File: src/rtl/axi_4kb_burst_splitter_if.sv
`default_nettype none
// ============================================================================
// axi_4kb_burst_splitter_if : request/sub-burst command bus of the splitter
// Revision 1.0
// ============================================================================
interface axi_4kb_burst_splitter_if #(
  parameter int ADDR_WIDTH = 32,
  parameter int LEN_WIDTH  = 8,
  parameter int SIZE_WIDTH = 3
) ();
  logic [ADDR_WIDTH-1:0] s_addr_i;
  logic [LEN_WIDTH-1:0]  s_len_i;
  logic [SIZE_WIDTH-1:0] s_size_i;
  logic                  s_valid_i;
  logic                  s_ready_o;
  logic [ADDR_WIDTH-1:0] m_addr_o;
  logic [LEN_WIDTH-1:0]  m_len_o;
  logic [SIZE_WIDTH-1:0] m_size_o;
  logic                  m_last_o;
  logic                  m_valid_o;
  logic                  m_ready_i;

  modport slave (
    input  s_addr_i, s_len_i, s_size_i, s_valid_i, m_ready_i,
    output s_ready_o, m_addr_o, m_len_o, m_size_o, m_last_o, m_valid_o
  );

  modport master (
    output s_addr_i, s_len_i, s_size_i, s_valid_i, m_ready_i,
    input  s_ready_o, m_addr_o, m_len_o, m_size_o, m_last_o, m_valid_o
  );
endinterface
`default_nettype wire

File: src/rtl/axi_4kb_burst_splitter.sv
`default_nettype none
// ============================================================================
// axi_4kb_burst_splitter : cuts INCR AW/AR bursts at 2^BOUNDARY_BITS borders
// Revision 1.0
// ============================================================================
module axi_4kb_burst_splitter #(
  parameter int ADDR_WIDTH    = 32,
  parameter int LEN_WIDTH     = 8,
  parameter int SIZE_WIDTH    = 3,
  parameter int BOUNDARY_BITS = 12
) (
  input  logic                      ACLK,
  input  logic                      ARESETn,
  axi_4kb_burst_splitter_if.slave   bus,
  output logic                      busy_o
);
  localparam int CW = (LEN_WIDTH + 1 > BOUNDARY_BITS + 1) ? LEN_WIDTH + 1 : BOUNDARY_BITS + 1;
  localparam int UW = ADDR_WIDTH - BOUNDARY_BITS;

  typedef enum logic [0:0] {ST_IDLE = 1'b0, ST_SPLIT = 1'b1} state_t;

  state_t                r_state, w_state_nxt;
  logic [LEN_WIDTH:0]    r_rem, w_rem_nxt;
  logic [ADDR_WIDTH-1:0] r_m_addr, w_addr_nxt;
  logic [LEN_WIDTH-1:0]  r_m_len, w_len_nxt;
  logic [SIZE_WIDTH-1:0] r_m_size, w_size_nxt;
  logic                  r_m_last, w_last_nxt;
  logic                  r_m_valid, w_valid_nxt;

  logic                  w_hs;
  logic [LEN_WIDTH:0]    w_rem_after;
  logic [ADDR_WIDTH-1:0] w_addr_after;
  logic [ADDR_WIDTH-1:0] w_src_addr;
  logic [LEN_WIDTH:0]    w_src_rem;
  logic [SIZE_WIDTH-1:0] w_src_size;
  logic [BOUNDARY_BITS-1:0] w_base;
  logic [BOUNDARY_BITS:0]   w_btb;
  logic [CW-1:0]         w_btb_x, w_rem_x;
  logic [LEN_WIDTH:0]    w_chunk;
  logic [LEN_WIDTH-1:0]  w_piece_len;
  logic                  w_piece_last;

  assign w_hs = r_m_valid & bus.m_ready_i;

  // The output register always holds the current piece, so it doubles as the
  // running address; the next piece always starts on the following boundary.
  assign w_rem_after  = r_rem - ((LEN_WIDTH + 1)'(r_m_len) + (LEN_WIDTH + 1)'(1));
  assign w_addr_after = {r_m_addr[ADDR_WIDTH-1:BOUNDARY_BITS] + UW'(1), {BOUNDARY_BITS{1'b0}}};

  assign w_src_addr = (r_state == ST_IDLE) ? bus.s_addr_i : w_addr_after;
  assign w_src_rem  = (r_state == ST_IDLE) ? ((LEN_WIDTH + 1)'(bus.s_len_i) + (LEN_WIDTH + 1)'(1))
                                           : w_rem_after;
  assign w_src_size = (r_state == ST_IDLE) ? bus.s_size_i : r_m_size;

  assign w_base  = w_src_addr[BOUNDARY_BITS-1:0] & ({BOUNDARY_BITS{1'b0}} | ({BOUNDARY_BITS{1'b1}} << w_src_size));
  assign w_btb   = ({1'b1, {BOUNDARY_BITS{1'b0}}} - {1'b0, w_base}) >> w_src_size;
  assign w_btb_x = CW'(w_btb);
  assign w_rem_x = CW'(w_src_rem);
  assign w_chunk = (w_rem_x <= w_btb_x) ? w_src_rem : w_btb_x[LEN_WIDTH:0];
  assign w_piece_len  = LEN_WIDTH'(w_chunk - (LEN_WIDTH + 1)'(1));
  assign w_piece_last = (w_chunk == w_src_rem);

  always_comb begin
    w_state_nxt = r_state;
    w_rem_nxt   = r_rem;
    w_addr_nxt  = r_m_addr;
    w_len_nxt   = r_m_len;
    w_size_nxt  = r_m_size;
    w_last_nxt  = r_m_last;
    w_valid_nxt = r_m_valid;
    case (r_state)
      ST_IDLE: begin
        if (bus.s_valid_i) begin
          w_state_nxt = ST_SPLIT;
          w_rem_nxt   = w_src_rem;
          w_addr_nxt  = w_src_addr;
          w_len_nxt   = w_piece_len;
          w_size_nxt  = w_src_size;
          w_last_nxt  = w_piece_last;
          w_valid_nxt = 1'b1;
        end
      end
      ST_SPLIT: begin
        if (w_hs) begin
          w_rem_nxt = w_rem_after;
          if (r_m_last) begin
            w_state_nxt = ST_IDLE;
            w_valid_nxt = 1'b0;
          end else begin
            w_addr_nxt  = w_src_addr;
            w_len_nxt   = w_piece_len;
            w_last_nxt  = w_piece_last;
            w_valid_nxt = 1'b1;
          end
        end
      end
      default: w_state_nxt = ST_IDLE;
    endcase
  end

  always_ff @(posedge ACLK or negedge ARESETn) begin
    if (!ARESETn) begin
      r_state   <= ST_IDLE;
      r_rem     <= '0;
      r_m_addr  <= '0;
      r_m_len   <= '0;
      r_m_size  <= '0;
      r_m_last  <= 1'b0;
      r_m_valid <= 1'b0;
    end else begin
      r_state   <= w_state_nxt;
      r_rem     <= w_rem_nxt;
      r_m_addr  <= w_addr_nxt;
      r_m_len   <= w_len_nxt;
      r_m_size  <= w_size_nxt;
      r_m_last  <= w_last_nxt;
      r_m_valid <= w_valid_nxt;
    end
  end

  assign bus.s_ready_o = (r_state == ST_IDLE);
  assign bus.m_addr_o  = r_m_addr;
  assign bus.m_len_o   = r_m_len;
  assign bus.m_size_o  = r_m_size;
  assign bus.m_last_o  = r_m_last;
  assign bus.m_valid_o = r_m_valid;
  assign busy_o        = (r_state == ST_SPLIT);
endmodule
`default_nettype wire
File: src/flat_wrapper.sv
// flat-port wrapper written by rule: the top's interface ports become plain ports
module axi_4kb_burst_splitter_flat 
#(
  parameter int ADDR_WIDTH    = 32,
  parameter int LEN_WIDTH     = 8,
  parameter int SIZE_WIDTH    = 3,
  parameter int BOUNDARY_BITS = 12
)
  (ACLK, ARESETn, busy_o, bus_s_addr_i, bus_s_len_i, bus_s_size_i, bus_s_valid_i, bus_m_ready_i, bus_s_ready_o, bus_m_addr_o, bus_m_len_o, bus_m_size_o, bus_m_last_o, bus_m_valid_o);
  axi_4kb_burst_splitter_if #(.ADDR_WIDTH(ADDR_WIDTH), .LEN_WIDTH(LEN_WIDTH), .SIZE_WIDTH(SIZE_WIDTH)) bus_i ();
  input  logic ACLK;
  input  logic ARESETn;
  output logic busy_o;
  input wire logic [$bits(bus_i.s_addr_i)-1:0] bus_s_addr_i;
  input wire logic [$bits(bus_i.s_len_i)-1:0] bus_s_len_i;
  input wire logic [$bits(bus_i.s_size_i)-1:0] bus_s_size_i;
  input wire logic [$bits(bus_i.s_valid_i)-1:0] bus_s_valid_i;
  input wire logic [$bits(bus_i.m_ready_i)-1:0] bus_m_ready_i;
  output wire logic [$bits(bus_i.s_ready_o)-1:0] bus_s_ready_o;
  output wire logic [$bits(bus_i.m_addr_o)-1:0] bus_m_addr_o;
  output wire logic [$bits(bus_i.m_len_o)-1:0] bus_m_len_o;
  output wire logic [$bits(bus_i.m_size_o)-1:0] bus_m_size_o;
  output wire logic [$bits(bus_i.m_last_o)-1:0] bus_m_last_o;
  output wire logic [$bits(bus_i.m_valid_o)-1:0] bus_m_valid_o;
  assign bus_i.s_addr_i = bus_s_addr_i;
  assign bus_i.s_len_i = bus_s_len_i;
  assign bus_i.s_size_i = bus_s_size_i;
  assign bus_i.s_valid_i = bus_s_valid_i;
  assign bus_i.m_ready_i = bus_m_ready_i;
  assign bus_s_ready_o = bus_i.s_ready_o;
  assign bus_m_addr_o = bus_i.m_addr_o;
  assign bus_m_len_o = bus_i.m_len_o;
  assign bus_m_size_o = bus_i.m_size_o;
  assign bus_m_last_o = bus_i.m_last_o;
  assign bus_m_valid_o = bus_i.m_valid_o;
  axi_4kb_burst_splitter #(.ADDR_WIDTH(ADDR_WIDTH), .LEN_WIDTH(LEN_WIDTH), .SIZE_WIDTH(SIZE_WIDTH), .BOUNDARY_BITS(BOUNDARY_BITS)) u_core (.ACLK(ACLK), .ARESETn(ARESETn), .bus(bus_i), .busy_o(busy_o));
endmodule
File: config.mk
export PLATFORM = sky130hd
export DESIGN_NAME = axi_4kb_burst_splitter_flat
export DESIGN_NICKNAME = d
export VERILOG_FILES = /design/src/rtl/axi_4kb_burst_splitter_if.sv /design/src/rtl/axi_4kb_burst_splitter.sv /design/src/flat_wrapper.sv
export SDC_FILE = /design/constraint.sdc
export NUM_CORES = 1
export LEC_CHECK = 0
export ABC_AREA = 0
export BUFFER_PORTS_ARGS = -buffer_cell sky130_fd_sc_hd__buf_2
export CAP_MARGIN = 20
export CORE_MARGIN = 2
export CORE_UTILIZATION = 55
export CTS_BUF_LIST = sky130_fd_sc_hd__clkbuf_8
export DETAILED_ROUTE_END_ITERATION = 16
export GPL_TIMING_DRIVEN = 1
export PLACE_DENSITY = 0.79
export RECOVER_POWER = 100
export SYNTH_ARGS = -nofsm -noshare
export SYNTH_HDL_FRONTEND = slang
export SYNTH_SLANG_ARGS = --single-unit
File: constraint.sdc
create_clock -name ACLK -period 16.69 [get_ports ACLK]
set_input_delay 1.669 -clock ACLK [delete_from_list [all_inputs] [get_ports ACLK]]
set_output_delay 1.669 -clock ACLK [all_outputs]
set_load 0.01 [all_outputs]
After elaboration in Yosys (flattened, before gate mapping)
Cells that the tools add are included.
- $add $sub $neg: 6
- order comparisons: 1
- equality and inequality tests: 4
- shift-type cells: 2
- multiplexer cells: 26
- bitwise operators: 3
- reductions and logical operators: 3
- operator list (cell ; number):
    $mux W32 ; 4
    $pmux W32 S2 ; 1
    $mux W9 ; 4
    $mux W8 ; 3
    $add A20 B1 Y20 const B ; 1
    $add A8 B1 Y9 const B ; 2
    $pmux W9 S2 ; 1
    $pmux W8 S2 ; 1
    $le A9 B13 Y1 ; 1
    $shr A13 B3 Y13 ; 1
    $sub A13 B12 Y13 const A ; 1
    $and A12 B12 Y12 ; 1
    $shl A12 B3 Y12 const A ; 1
    $eq A9 B9 Y1 ; 1
    $sub A9 B9 Y9 ; 1
    $mux W1 ; 8
    $sub A8 B1 Y8 const B ; 1
    $ne A2 B2 Y1 const B ; 3
    $pmux W1 S2 ; 3
    $reduce_and A2 Y1 ; 2
    $mux W3 ; 1
    $reduce_and A3 Y1 ; 1
    $and A1 B1 Y1 ; 1
    $not A1 Y1 ; 1
- flip-flop bits (word level): 55
- bits of input ports: 47
- logic and storage cells: 52

Depth between registers and ports, before layout
- word-level depth: 11
- mapped depth: 31
- depth with buffers taken out: 28

Worst setup path after synthesis
Ideal clock, no wire load.
- path kind: input port to flip-flop
- from: in bus_s_size_i[1]
- to: reg u_core.r_m_len[4] (netlist: u_core.bus.m_len_o[4])
- arrival: 6.724 ns
- data required time: 16.553 ns
- setup slack: 9.829 ns
- stages on the path: 29
- path buffers: 3
- cell sequence: buf_4 mux2_2 clkbuf_1 nor2_1 nand3_1 ha_1 nor2b_1 a22oi_4 nor3_1 o22ai_1 or4_4 a21oi_1 inv_1 ha_1 a21oi_1 nor2b_1 o21ai_0 nand2b_1 a311oi_1 a221oi_4 buf_6 o21ai_0 ha_1 inv_1 nor2_1 nand2_1 xor2_1 mux2i_1 a21oi_1
- cells in the longest elaborated chain, start to end: 11
- RTL lines (what ; line ; source):
    start: declaration ; flat_wrapper.sv:16 ; input wire logic [$bits(bus_i.s_size_i)-1:0] bus_s_size_i;
    $mux W3 * ; axi_4kb_burst_splitter.sv:53 ; assign w_src_size = (r_state == ST_IDLE) ? bus.s_size_i : r_m_size;
    $shl A12 B3 Y12 ; axi_4kb_burst_splitter.sv:55 ; assign w_base = w_src_addr[BOUNDARY_BITS-1:0] & ({BOUNDARY_BITS{1'b0}} | ({BOUNDARY_BITS{1'b1}} << w_src_size) ...
    $and A12 B12 Y12 ; axi_4kb_burst_splitter.sv:55 ;
    $sub A13 B12 Y13 ; axi_4kb_burst_splitter.sv:56 ; assign w_btb = ({1'b1, {BOUNDARY_BITS{1'b0}}} - {1'b0, w_base}) >> w_src_size;
    $shr A13 B3 Y13 * ; axi_4kb_burst_splitter.sv:56 ;
    $le A9 B13 Y1 ; axi_4kb_burst_splitter.sv:59 ; assign w_chunk = (w_rem_x <= w_btb_x) ? w_src_rem : w_btb_x[LEN_WIDTH:0];
    $mux W9 * ; axi_4kb_burst_splitter.sv:59 ;
    $sub A8 B1 Y8 * ; axi_4kb_burst_splitter.sv:60 ; assign w_piece_len = LEN_WIDTH'(w_chunk - (LEN_WIDTH + 1)'(1));
    $mux W8 ; axi_4kb_burst_splitter.sv:86 ; if (r_m_last) begin
    $mux W8 ; axi_4kb_burst_splitter.sv:84 ; if (w_hs) begin
    $pmux W8 S2 * ; axi_4kb_burst_splitter.sv:71 ; case (r_state)
    end signal: assignment ; axi_4kb_burst_splitter.sv:114 ; r_m_len <= w_len_nxt;
    end: declaration ; axi_4kb_burst_splitter.sv:25 ; logic [LEN_WIDTH-1:0] r_m_len, w_len_nxt;
Every way passes the cells marked *; elsewhere a longest branch is shown, timed or not. The select of a mux whose other input is x is not followed.
A chain may end at the register's enable or synchronous reset.

Final worst setup path
- from: reg u_core.r_state (netlist: u_core.busy_o)
- to: reg u_core.r_m_len[4] (netlist: u_core.bus.m_len_o[4])
- cells in the longest elaborated chain, start to end: 11
- RTL lines (what ; line ; source):
    start: declaration ; axi_4kb_burst_splitter.sv:22 ; state_t r_state, w_state_nxt;
    start signal: assignment ; axi_4kb_burst_splitter.sv:111 ; r_state <= w_state_nxt;
    $mux W3 ; axi_4kb_burst_splitter.sv:53 ;
    $shl A12 B3 Y12 ; axi_4kb_burst_splitter.sv:55 ;
    $and A12 B12 Y12 ; axi_4kb_burst_splitter.sv:55 ;
    $sub A13 B12 Y13 ; axi_4kb_burst_splitter.sv:56 ;
    $shr A13 B3 Y13 ; axi_4kb_burst_splitter.sv:56 ;
    $le A9 B13 Y1 ; axi_4kb_burst_splitter.sv:59 ;
    $mux W9 ; axi_4kb_burst_splitter.sv:59 ;
    $sub A8 B1 Y8 ; axi_4kb_burst_splitter.sv:60 ;
    $mux W8 ; axi_4kb_burst_splitter.sv:86 ;
    $mux W8 ; axi_4kb_burst_splitter.sv:84 ;
    $pmux W8 S2 ; axi_4kb_burst_splitter.sv:71 ;
Parallel ways exist; a longest one is shown, timed or not. The select of a mux whose other input is x is not followed.

==> metrics.md <==
| Metric | Value |
|---|---|
| Cts hold-fix bufs | `0` |
| Post_cts resized | `0` |
| Non-filler instance count after layout | `801` |
| Die Y | `98.4 um` |
| CP required | `16.82 ns` |
| Synth unique cells | `75` |
| Prevailing post-synth register cell | `dfrtp_1` |
| CTS clk-pin slew, worst paths | `0.10 ns` |
| Leakage | `0.00235 uW` |
| Clk sink count | `55` |
| Hold Crit Class | `reg2reg` |
| Critical setup path kind | `reg2reg` |
| Worst Max-Slew Pin Slew | `3.00 ns` |
| CTS max path bufs | `2` |
| Crit start category | `flop` |
| Final hold vios | `0` |
| Seq cells post-synth | `55` |
| Violated checks | `capacitance limit, slew limit` |
| 1st-pass router iterations | `5` |
| PwrDens | `253 nW/um^2` |
| Setup Total Neg Slack | `0 ns` |
| Root Buffer | `clkbuf_8` |
| Gate Count Post-Synth | `618` |
| Critical path arrival | `8.78 ns` |
| Drt wl/cell | `17.4 um` |
| Relative slew slack | `-1.00` |
| EDFF count, synth | `0` |
| Cell Area, Synth | `4900 um^2` |
| Pin count of the biggest net entering global routing | `56` |
| Ant diodes | `0` |
| CP max stage cell | `a221oi_1` |
| Hold Path Depth | `2` |
| Max VDD drop | `0.126 mV` |
| Sequential area share after synthesis | `0.281` |
| Half-perimeter wire length after placement | `10300 um` |
| CTS tree | `yes` |
| TritonCTS Buffers | `5` |
| Fmax | `0.116 GHz` |
| Core box area | `8680 um^2` |
| PortBufs | `93` |
| RSZ-0062 raised after global routing | `false` |
| Clock latency on the worst-skew pair | `0.31 ns` |
| Cell count after placement | `792` |
| Dominant cells by area after synthesis | `dfrtp_1 28%, a21oi_1 5.5%, nand2_1 5.1%, ha_1 4.9%, xnor2_1 4.1%` |
| Total gr overflow | `0` |
| Critical-path cell list | `clkbuf_1, inv_1, clkbuf_1, nand3_1, nand4_1, mux2i_1, or4_1, a21oi_1, inv_1, ha_1, a21oi_1, nor2b_1, o21ai_0, nand2b_1, a311oi_1, a221oi_1, mux2i_1, ha_1, inv_1, nor2_1, nand2_1, xor2_1, mux2i_1, a21oi_1` |
| WL final | `13900 um` |
| Setup Buffers After CTS | `0` |
| DRC | `0` |
| Area leader, netlist | `dfrtp_1` |
| Synth-to-Final Area Change | `10.3%` |
| Row cnt | `34` |
| Initial antenna violation count | `0` |
| Syn. warnings | `0` |
| Final Util | `0.622` |
| Worst reg2reg path depth | `24` |
| Fillcell total | `827` |
| Gpl congestion | `1.05` |
| Die area | `9670 um^2` |
| Vias/cell | `6.24` |
| Period minus WS final | `8.65 ns` |
| Remaining antenna violation count | `0` |
| Initial Utilization | `0.564` |
| Final setup fails | `0` |
| Async set or reset register ratio after synthesis | `1.00` |
| CTS H-tree lvls | `2` |
| Syn_area_per_cell | `7.92 um^2` |
| # nets final | `759` |
| Setup crit end kind | `flop` |
| Max-slew violations | `120` |
| Max_cap viols | `3` |
| Total power | `1370 uW` |
| Initial drt markers | `480` |
| Via Count | `4996` |
| Synth Net Count | `685` |
| Outcome | `complete, but fails checks` |
| Critical Path Fanout Max | `34` |
| First-pass GRT wire length | `23400 um` |
| Io pins | `94` |
| Share of Yosys cell area claimed by the top area cell type | `0.281` |
| Vias in the first global route | `4819` |
| Reg2Reg Setup Slack | `8.04 ns` |
| Skew final | `0.00767 ns` |
| GRT Util Overall | `0.290` |
| Layout cells sized above 1 | `0.111` |
| Die W | `98.4 um` |
| Max incr delay on CP | `1.33 ns` |
| Final Cycle Share | `0.518` |
[cells in the final DEF, fill, tap and decap left out, types with 4 or more instances in the layout]
master and count:
and4_1 5, a22oi_1 5, nor2b_1 7, o22ai_1 15, o21a_1 5, clkbuf_1 53
nand3_1 35, ha_1 19, and3_1 14, nand2b_1 5, buf_2 46, xnor2_1 23
clkbuf_8 5, mux2_2 4, nand4_1 4, mux2i_1 17, o21ai_0 38, a21o_1 5
a31oi_1 8, o21bai_1 4, a22o_1 12, inv_1 30, nor2_1 47, xor2_1 13
or3_1 4, a21oi_1 54, nand2_1 66, nor3_1 20, nor4_1 7, dfrtp_1 55
[power breakdown]
part / internal, uW / total, uW / switching [uW] / leakage, uW
Combinational: 404 / 1020 / 613 / 0.00163
Sequential: 194 / 258 / 64.9 / 0.000654
Clock: 43.8 / 89.3 / 45.5 / 0.0000607
[state kept, by name, summed over array words and instances (netlist names)]
| name | flops |
|---|---|
| u_core.bus.m_len_o | 8 |
| u_core.bus.m_last_o | 1 |
| u_core.busy_o | 1 |
| u_core.bus.m_size_o | 3 |
| u_core.bus.m_valid_o | 1 |
| u_core.bus.m_addr_o | 32 |
| u_core.r_rem | 9 |
[per-stage QoR]
stage          worst slack (ns)  instance area, um^2  hold WS [ns]
5_1_grt                    7.31                 5400         0.525
3_5_place_dp               9.16                 5400         0.477
2_1_floorplan              9.83                 4900         0.443
4_1_cts                    9.46                 5510         0.507
6_report                   8.04                 5400         0.504
3_3_place_gp               9.39                 5400         0.464
[metal layers]
layer,GRT usage,up-vias,share of wire
li1,-,2421,-
met1,0.410,2347,0.44
met2,0.463,201,0.47
met3,0.0422,27,0.073
met4,0.0885,0,0.022
met5,0,-,0
[logic make-up after synthesis]
| family | after synthesis | share of synthesized area |
|---|---|---|
| xor gates and xnor gates | 36 | 0.0644 |
| adders and majority gates | 20 | 0.0526 |
| and+or+nand+nor | 231 | 0.235 |
| muxes | 23 | 0.0498 |
| AOI/OAI and AO/OA | 191 | 0.263 |
| buffers and inverters | 62 | 0.0537 |
| DFF | 55 | 0.281 |
[layout make-up]
class	instances	area, um^2	share of cell area
multi-input combinational	501	3230	0.599
tap	108	135	0.0250
clock buffer	5	68.8	0.0127
sequential	55	1380	0.255
timing repair buffer	101	444	0.0823
inverter	28	105	0.0195
clock inverter	3	37.5	0.00695
[critical path, delay by kind of cell (launching register included)]
family | cells | cell delay [ns]
XOR/XNOR | 1 | 0.16
buffers and inverters | 5 | 2.33
AND/OR/NAND/NOR | 7 | 1.91
flip-flops | 1 | 0.88
AO/OA/AOI/OAI | 6 | 1.87
multiplexers | 3 | 0.74
adder cells (fa/ha/maj) | 2 | 0.54
[synth_stat cells, types with 3 or more instances]
library cell,n
nand2_1,66
dfrtp_1,55
a21oi_1,54
nor2_1,47
o21ai_0,36
nand3_1,35
inv_1,28
xnor2_1,23
clkbuf_1,21
nor3_1,20
ha_1,19
mux2i_1,17
o22ai_1,15
and3_1,14
xor2_1,13
a22o_1,12
a31oi_1,8
nor2b_1,7
nor4_1,7
a21o_1,5
a22oi_1,5
and4_1,5
buf_1,5
nand2b_1,5
o21a_1,5
o21ai_1,5
mux2_2,4
nand4_1,4
o21bai_1,4
or3_1,4
a211o_1,3
a222oi_1,3
a311oi_1,3
a31o_2,3
buf_2,3
buf_4,3
nor3b_1,3
o211ai_1,3
or2_2,3
[final timing paths]
| check | start | to |
|---|---|---|
| setup / recovery | u_core.busy_o | u_core.bus.m_len_o[4] |
| hold / removal | u_core.r_rem[0] | u_core.r_rem[0] |
| setup reg to reg | u_core.busy_o | u_core.bus.m_len_o[4] |
| hold reg to reg | u_core.r_rem[0] | u_core.r_rem[0] |
| max in group asynchronous | ARESETn | u_core.bus.m_addr_o[14] |
| min in group asynchronous | ARESETn | u_core.bus.m_addr_o[22] |
No activity file was read; power rests on OpenSTA's default activity.
